### src/rtl/udp_pack.sv
`default_nettype none
// ============================================================================
// udp_pack : UDP transmit encapsulator, 8-byte header then payload, zero csum
// Revision : 1.0
// ============================================================================
module udp_pack #(
  parameter int unsigned MAX_LEN = 1472
) (
  input  logic        tx_clk,
  input  logic        rst,
  input  logic [31:0] src_ip_addr,
  input  logic [31:0] des_ip_addr,
  input  logic [15:0] src_port,
  input  logic [15:0] des_port,
  input  logic        udp_tx_req,
  input  logic [10:0] udp_tx_len,
  output logic        udp_tx_ack,
  output logic        udp_tx_err,
  input  logic        udp_dat_vld,
  input  logic [7:0]  udp_dat,
  output logic        udp_dat_rdy,
  output logic [31:0] trans_src_ip,
  output logic [31:0] trans_des_ip,
  output logic [7:0]  trans_prot_type,
  output logic [15:0] trans_pkt_len,
  output logic        trans_pkt_start,
  output logic        trans_pkt_en,
  output logic [7:0]  trans_pkt_dat,
  output logic        trans_pkt_end,
  input  logic        trans_pkt_rdy
);

  localparam logic [1:0]  S_IDLE    = 2'd0;
  localparam logic [1:0]  S_HEAD    = 2'd1;
  localparam logic [1:0]  S_DATA    = 2'd2;
  localparam logic [1:0]  S_DONE    = 2'd3;
  localparam logic [10:0] C_MAX_LEN = 11'(MAX_LEN);

  logic [1:0]  state_q, state_d;
  logic [10:0] byte_cnt_q, byte_cnt_d;
  logic [10:0] pay_len_q, pay_len_d;
  logic [15:0] pkt_len_q, pkt_len_d;
  logic [31:0] src_ip_q, src_ip_d;
  logic [31:0] des_ip_q, des_ip_d;
  logic [15:0] src_port_q, src_port_d;
  logic [15:0] des_port_q, des_port_d;
  logic        tx_ack_q, tx_ack_d;
  logic        tx_err_q, tx_err_d;
  logic        pkt_en_q, pkt_en_d;
  logic        pkt_start_q, pkt_start_d;
  logic        pkt_end_q, pkt_end_d;
  logic [7:0]  pkt_dat_q, pkt_dat_d;
  logic        load;
  logic [7:0]  head_byte;

  // Output byte register may take a new value when empty or being drained.
  assign load = !pkt_en_q || trans_pkt_rdy;

  always_comb begin
    head_byte = 8'h00;
    case (byte_cnt_q[2:0])
      3'd0:    head_byte = src_port_q[15:8];
      3'd1:    head_byte = src_port_q[7:0];
      3'd2:    head_byte = des_port_q[15:8];
      3'd3:    head_byte = des_port_q[7:0];
      3'd4:    head_byte = pkt_len_q[15:8];
      3'd5:    head_byte = pkt_len_q[7:0];
      default: head_byte = 8'h00;
    endcase
  end

  always_ff @(posedge tx_clk) begin
    if (rst) begin
      state_q     <= S_IDLE;
      byte_cnt_q  <= 11'd0;
      pay_len_q   <= 11'd0;
      pkt_len_q   <= 16'd0;
      src_ip_q    <= 32'd0;
      des_ip_q    <= 32'd0;
      src_port_q  <= 16'd0;
      des_port_q  <= 16'd0;
      tx_ack_q    <= 1'b0;
      tx_err_q    <= 1'b0;
      pkt_en_q    <= 1'b0;
      pkt_start_q <= 1'b0;
      pkt_end_q   <= 1'b0;
      pkt_dat_q   <= 8'd0;
    end else begin
      state_q     <= state_d;
      byte_cnt_q  <= byte_cnt_d;
      pay_len_q   <= pay_len_d;
      pkt_len_q   <= pkt_len_d;
      src_ip_q    <= src_ip_d;
      des_ip_q    <= des_ip_d;
      src_port_q  <= src_port_d;
      des_port_q  <= des_port_d;
      tx_ack_q    <= tx_ack_d;
      tx_err_q    <= tx_err_d;
      pkt_en_q    <= pkt_en_d;
      pkt_start_q <= pkt_start_d;
      pkt_end_q   <= pkt_end_d;
      pkt_dat_q   <= pkt_dat_d;
    end
  end

  always_comb begin
    state_d     = state_q;
    byte_cnt_d  = byte_cnt_q;
    pay_len_d   = pay_len_q;
    pkt_len_d   = pkt_len_q;
    src_ip_d    = src_ip_q;
    des_ip_d    = des_ip_q;
    src_port_d  = src_port_q;
    des_port_d  = des_port_q;
    tx_ack_d    = 1'b0;
    tx_err_d    = 1'b0;
    pkt_en_d    = pkt_en_q;
    pkt_start_d = pkt_start_q;
    pkt_end_d   = pkt_end_q;
    pkt_dat_d   = pkt_dat_q;
    case (state_q)
      S_IDLE: begin
        if (load) begin
          pkt_en_d    = 1'b0;
          pkt_start_d = 1'b0;
          pkt_end_d   = 1'b0;
        end
        if (udp_tx_req) begin
          if (udp_tx_len <= C_MAX_LEN) begin
            src_ip_d   = src_ip_addr;
            des_ip_d   = des_ip_addr;
            src_port_d = src_port;
            des_port_d = des_port;
            pay_len_d  = udp_tx_len;
            pkt_len_d  = {5'd0, udp_tx_len} + 16'd8;
            byte_cnt_d = 11'd0;
            tx_ack_d   = 1'b1;
            state_d    = S_HEAD;
          end else begin
            tx_err_d = 1'b1;
          end
        end
      end
      S_HEAD: begin
        if (load) begin
          pkt_en_d    = 1'b1;
          pkt_dat_d   = head_byte;
          pkt_start_d = (byte_cnt_q == 11'd0);
          pkt_end_d   = (byte_cnt_q == 11'd7) && (pay_len_q == 11'd0);
          if (byte_cnt_q == 11'd7) begin
            byte_cnt_d = 11'd0;
            state_d    = (pay_len_q == 11'd0) ? S_DONE : S_DATA;
          end else begin
            byte_cnt_d = byte_cnt_q + 11'd1;
          end
        end
      end
      S_DATA: begin
        if (load) begin
          pkt_start_d = 1'b0;
          if (udp_dat_vld) begin
            pkt_en_d   = 1'b1;
            pkt_dat_d  = udp_dat;
            pkt_end_d  = (byte_cnt_q == pay_len_q - 11'd1);
            byte_cnt_d = byte_cnt_q + 11'd1;
            if (byte_cnt_q == pay_len_q - 11'd1) begin
              state_d = S_DONE;
            end
          end else begin
            // Source gap: stall rather than pad.
            pkt_en_d  = 1'b0;
            pkt_end_d = 1'b0;
          end
        end
      end
      S_DONE: begin
        if (load) begin
          pkt_en_d    = 1'b0;
          pkt_start_d = 1'b0;
          pkt_end_d   = 1'b0;
          byte_cnt_d  = 11'd0;
          state_d     = S_IDLE;
        end
      end
      default: state_d = S_IDLE;
    endcase
  end

  always_comb begin
    udp_dat_rdy = (state_q == S_DATA) && load;
  end

  assign udp_tx_ack      = tx_ack_q;
  assign udp_tx_err      = tx_err_q;
  assign trans_src_ip    = src_ip_q;
  assign trans_des_ip    = des_ip_q;
  assign trans_prot_type = 8'h11;
  assign trans_pkt_len   = pkt_len_q;
  assign trans_pkt_start = pkt_start_q;
  assign trans_pkt_en    = pkt_en_q;
  assign trans_pkt_dat   = pkt_dat_q;
  assign trans_pkt_end   = pkt_end_q;

endmodule
`default_nettype wire

### config.mk
export PLATFORM = sky130hd
export DESIGN_NAME = udp_pack
export DESIGN_NICKNAME = d
export VERILOG_FILES = /design/src/rtl/udp_pack.sv
export SDC_FILE = /design/constraint.sdc
export NUM_CORES = 1
export LEC_CHECK = 0
export CAP_MARGIN = 10
export CORE_ASPECT_RATIO = 2
export CORE_MARGIN = 2
export CORE_UTILIZATION = 45
export DETAILED_ROUTE_END_ITERATION = 10
export PLACE_DENSITY_LB_ADDON = 0.05
export SLEW_MARGIN = 20
export SYNTH_ARGS = -nofsm -noshare
export SYNTH_HDL_FRONTEND = slang
export SYNTH_SLANG_ARGS = --single-unit
### constraint.sdc
create_clock -name tx_clk -period 3.1 [get_ports tx_clk]
set_input_delay 0.62 -clock tx_clk [delete_from_list [all_inputs] [get_ports tx_clk]]
set_output_delay 0.62 -clock tx_clk [all_outputs]
set_load 0.03 [all_outputs]
Word level (Yosys, flattened, before mapping)
Index checks and enable logic that the tools add are counted.
Word-level totals
  bits in read-only memories: 0
  bits in latches: 0
  memories: 0
  logic and storage cells: 94
  register bits: 149
  memory bits (writable): 0
  output and inout bits: 102
Operators by class
  divide/modulo/power cells: 0
  equality and inequality tests: 20
  add/sub/neg operators: 3
  reductions and logical operators: 18
  multiply operators: 0
  multiplexer cells: 36
  order comparisons: 1
  bitwise gates (word level): 2
  shift-type cells: 0
Operators by type and width (number)
  $mux 11: 7
  $pmux 8 s6: 1
  $pmux 11 s4: 1
  $mux 8: 3
  $logic_not 11->1: 2
  $mux 2: 8
  $ne 2x2->1 const B: 8
  $pmux 8 s2: 1
  $add 11x4->12 const B: 1
  $add 11x1->11 const B: 1
  $eq 11x11->1: 1
  $eq 11x3->1 const B: 1
  $le 11x11->1 const B: 1
  $mux 1: 11
  $sub 11x1->11 const B: 1
  $pmux 2 s4: 1
  $reduce_and 8->1: 1
  $eq 3x2->1 const B: 2
  $eq 3x3->1 const B: 2
  $pmux 1 s3: 2
  $reduce_and 3->1: 2
  $reduce_and 6->1: 1
  $reduce_or 3->1: 2
  $eq 2x2->1 const B: 2
  14 further kinds: 17

Logic depth before layout (Yosys ltp)
  word-level depth: 6
  depth in mapped cells: 10
  mapped depth without buffers: 8

Worst setup path before layout
OpenSTA, ideal clock, no wires.
  kind: input-to-reg
  start: input udp_tx_len[0]
  end: register byte_cnt_q[0]
  required time: 2.972 ns
  library setup time: 0.128 ns
  setup slack: 0.463 ns
  path buffers: 2
  stages: 8
  arrival: 2.509 ns
  cells stage by stage: or4_1 -> o31a_1 -> o211a_1 -> clkbuf_1 -> nor2_1 -> a21o_1 -> clkbuf_1 -> nor2_1
Between the ends
  word-level cells in the longest chain between the ends: 3
Ends and longest elaborated chain
  start, declared: RTL line 16  | input logic [10:0] udp_tx_len,
  $le 11x11->1: RTL line 129  | if (udp_tx_len <= C_MAX_LEN) begin
  $ne 2x2->1 (no line)
  $reduce_and 6->1 (no line)
  end signal, assigned: RTL line 90  | byte_cnt_q <= byte_cnt_d;
  end, declared: RTL line 40  | logic [10:0] byte_cnt_q, byte_cnt_d;
Every way passes these cells.
A chain may end at the register's enable or synchronous reset.

Final worst setup path
  start: register pay_len_q[0]
  end: register pkt_end_q (netlist: trans_pkt_end)
Between the ends
  word-level cells in the longest chain between the ends: 5
  elaborated cells between the ends (all ways): 8
  classes of those cells: add/sub: 1; eq/ne: 1; mux: 4; reduce/logical: 2
Ends and longest elaborated chain
  start, declared: RTL line 41  | logic [10:0] pay_len_q, pay_len_d;
  start signal, assigned: RTL line 91  | pay_len_q <= pay_len_d;
  $sub 11x1->11: RTL line 164  | pkt_end_d = (byte_cnt_q == pay_len_q - 11'd1);
  $eq 11x11->1: RTL line 164
  $mux 1: RTL line 161  | if (udp_dat_vld) begin
  $mux 1: RTL line 159  | if (load) begin
  $pmux 1 s3 *: RTL line 121  | case (state_q)
  end signal, assigned: RTL line 101  | pkt_end_q <= pkt_end_d;
  end, declared: RTL line 51  | logic pkt_end_q, pkt_end_d;
Every way passes the cells marked *; elsewhere a longest branch is shown, timed or not. The select of a mux whose other input is x is not followed.

==> impl_metrics.yaml <==
pwr:
  p_per_area_nw_per_um2: 764
  total_power_uw: 6950
  ir_drop_mv: 0.429
  p_leak_uw: 0.00336
synthesis:
  synth_compound_area_frac: 0.167
  synth_seq_cells: 142
  synth_mux_area_frac: 0.0223
  netlist_area_um2: 6280
  synth-simple-area-share: 0.238
  synthArstFlopShare: 0
  syn_avg_cell_area_um2: 7.90
  yosysWarnings: 0
  seq_area_frac_synth: 0.453
  synth_cell_type_count: 54
  synth_edf_count: 0
  synthFlopType: "dfxtp_1"
  synth_xor_area_frac: 0.0363
  synth_top_family_by_area: "simple AND/OR/NAND/NOR gates"
  synth_cells: 794
  synth_fa_ha_area_frac: 0.0219
global_route:
  grt_use_total: 0.242
  grt_pass1_vias: 5689
  grt_max_degree: 72
  grt_pass1_wl_mm: 28.5
  antenna_found_initial: 0
  overflow: 0
clock_network:
  clk_latency_ns: 0.42
  cts_resized: 0
  clkTransAtPathRegs_ns: 0.06
  cts_sinks: 142
  ctsLongestPathBuffers: 2
  clock-root-buffer: "clkbuf_16"
  cts_inserted_buffers: 17
  postCtsHoldBufs: 0
  cts_tree: "done"
  cts_max_level: 4
  post_cts_buffers: 0
layout:
  n_fill_cell: 1188
  multi_input_area_um2: 3120
  final_common_cell: "nand2_1"
  areaGrowthSynthToFinish_pct: 45.0
  drive_gt1_frac: 0.0739
  diodes: 0
  regArea_um2: 2840
  postLayoutCoreUtil: 0.662
  layout_common_cells: "234 x nand2_1, 208 x clkdlybuf4s50_1, 142 x dfxtp_1, 119 x a21oi_1, 39 x nor2_1"
  final_nets: 1119
worst_setup_path:
  critPathMaxStageDelay_ns: 0.56
  cp-end-kind: "register"
  crit_path_top_delay_cell: "or4_1"
  r2r_slack_ns: 0.29
  critPathArrivalTime_ns: 3.15
  cp_cell_sequence: "inv_1 > ha_1 > or4b_4 > or2_2 > a211oi_2 > nand4_1 > or4_1 > a211oi_2"
  critPathKind: "register to register"
  crit-reg2reg-launch: "pay_len_q[0]"
  start_kind: "register"
  r2r-end: "trans_pkt_end"
  crit_top_cell: "a211oi_2"
  ff2ff_path_depth: 8
  worst-path-max-fanout: 6
  critPathRequiredTime_ns: 3.44
detailed_routing:
  drt_wl_total_mm: 18.3
  drt_iter0_drc: 371
  dr.pass1.iters: 5
  antenna_violating_nets_post_route: 0
  dr_total_vias: 6166
  drc: 0
  post_drt_via_cell_ratio: 5.32
  wl_per_cell_um: 15.8
sta:
  fin_skew_ns: 0.00745
  finalHoldViolCount: 0
  tightest_slew_ns: 0.758
  min_period_over_period: 0.905
  finalSetupTns_ns: 0
  setup_ws_ns: 0.295
  maxSlewViolCount: 0
  min_period_ns: 2.81
  slew_headroom: 0.494
  rsz0062_at_grt: "no"
  timing.fmax_ghz: 0.356
  setup_viol: 0
die:
  die_h_um: 171
  start_util: 0.457
  io_pins: 222
  rows: 61
  fp.dieW_um: 87.5
  design.die.area_um2: 15000
  core_um2: 13700
placed_design:
  gp_congestion: 0.873
  dp_hpwl_mm: 13.1
  pre_cts_ws_ns: -0.00351
  portBuffers: 209
worst_hold_path:
  hp-start: "trans_src_ip[27]"
  min_path_cells: 2
  hold_path.class: "register to register"
  hold_path_end: "trans_src_ip[27]"
run_status:
  status: "completed"
flow_run:
  cap_violations: 0
[power by group]
part | internal (µW) | total, µW | switching [µW]
Clock | 1200 | 2030 | 833
Combinational | 1090 | 2600 | 1520
Sequential | 2110 | 2310 | 199
Total | 4400 | 6950 | 2550
[metrics by stage]
stage | cell area, µm² | hold WS, ns | instances
floorplan | 6310 | 0.434 | 804
global placement | 8510 | 0.440 | 1126
detailed placement | 8510 | 0.446 | 1126
CTS | 9100 | 0.454 | 1158
global route | 9100 | 0.470 | 1158
finish | 9100 | 0.454 | 1158
[sequential cells by signal (all words and copies together), names as in the netlist]
| name | flops |
|---|---|
| byte_cnt_q | 11 |
| des_port_q | 16 |
| pay_len_q | 11 |
| src_port_q | 16 |
| state_q | 2 |
| trans_des_ip | 32 |
| trans_pkt_dat | 8 |
| trans_pkt_en | 1 |
| trans_pkt_end | 1 |
| trans_pkt_len | 9 |
| trans_pkt_start | 1 |
| trans_src_ip | 32 |
| udp_tx_ack | 1 |
| udp_tx_err | 1 |
[area by class of cell]
cell class | instances | area share
Clock buffer | 18 | 0.0472
Clock inverter | 14 | 0.0173
Inverter | 10 | 0.00413
Multi-Input combinational cell | 584 | 0.342
Sequential cell | 142 | 0.312
Tap cell | 157 | 0.0216
Timing Repair Buffer | 233 | 0.255
[worst max path at each step]
stage / startpoint / end / slack, ns / cells past startpoint
after floorplan: udp_tx_len[0] / byte_cnt_q[0] / 0.46 / 8
after global placement: udp_tx_len[0] / byte_cnt_q[9] / 0.005 / 8
after detailed placement: udp_tx_len[0] / byte_cnt_q[10] / -0.004 / 8
after CTS: pay_len_q[0] / trans_pkt_end / 0.31 / 8
after global routing: pay_len_q[1] / trans_pkt_end / 0.13 / 8
final: pay_len_q[0] / trans_pkt_end / 0.29 / 8
[layer usage]
metal | GRT usage | vias up | part of all wire
met4 | 0.0997 | 0 | 0.026
met2 | 0.376 | 217 | 0.48
met3 | 0.0748 | 33 | 0.075
met5 | 0 | - | 0
met1 | 0.307 | 2858 | 0.42
li1 | - | 3058 | -
[cell usage after synthesis, types with 3 or more instances]
| library cell | count | area (µm²) |
|---|---|---|
| a211oi_1 | 10 | 75.1 |
| a21o_1 | 5 | 37.5 |
| a21oi_1 | 119 | 596 |
| a222oi_1 | 3 | 30.0 |
| a22oi_1 | 8 | 60.1 |
| a31oi_1 | 4 | 25.0 |
| a32oi_1 | 3 | 26.3 |
| buf_2 | 9 | 45.0 |
| buf_4 | 15 | 113 |
| clkbuf_1 | 42 | 158 |
| dfxtp_1 | 142 | 2840 |
| ha_1 | 11 | 138 |
| inv_1 | 10 | 37.5 |
| mux2_2 | 8 | 90.1 |
| mux2i_1 | 5 | 50.1 |
| nand2_1 | 234 | 878 |
| nand2b_1 | 4 | 25.0 |
| nand3_1 | 11 | 55.1 |
| nand4_1 | 9 | 56.3 |
| nor2_1 | 39 | 146 |
| nor2b_1 | 6 | 37.5 |
| nor3_1 | 11 | 55.1 |
| nor4_1 | 7 | 43.8 |
| o21ai_0 | 7 | 35.0 |
| o41ai_1 | 4 | 35.0 |
| or3_1 | 3 | 18.8 |
| or4_1 | 5 | 37.5 |
| or4b_1 | 3 | 30.0 |
| xnor2_1 | 20 | 175 |
| xor2_1 | 6 | 52.6 |
[logic make-up after synthesis]
family,Yosys count
mux,13
xor+xnor,26
buf+inv,78
other cells,2
compound gates,177
fa+ha+maj,11
simple gates,345
flops,142
[worst max-delay path: cells and delay by family, from the launching register on]
kind | cells | cell delay [ns]
and+or+nand+nor | 4 | 1.66
AOI/OAI and AO/OA | 2 | 0.44
DFF | 1 | 0.31
adders and majority gates | 1 | 0.27
buffers and inverters | 1 | 0.05
Note: power is estimated with default switching activity, not from simulation.
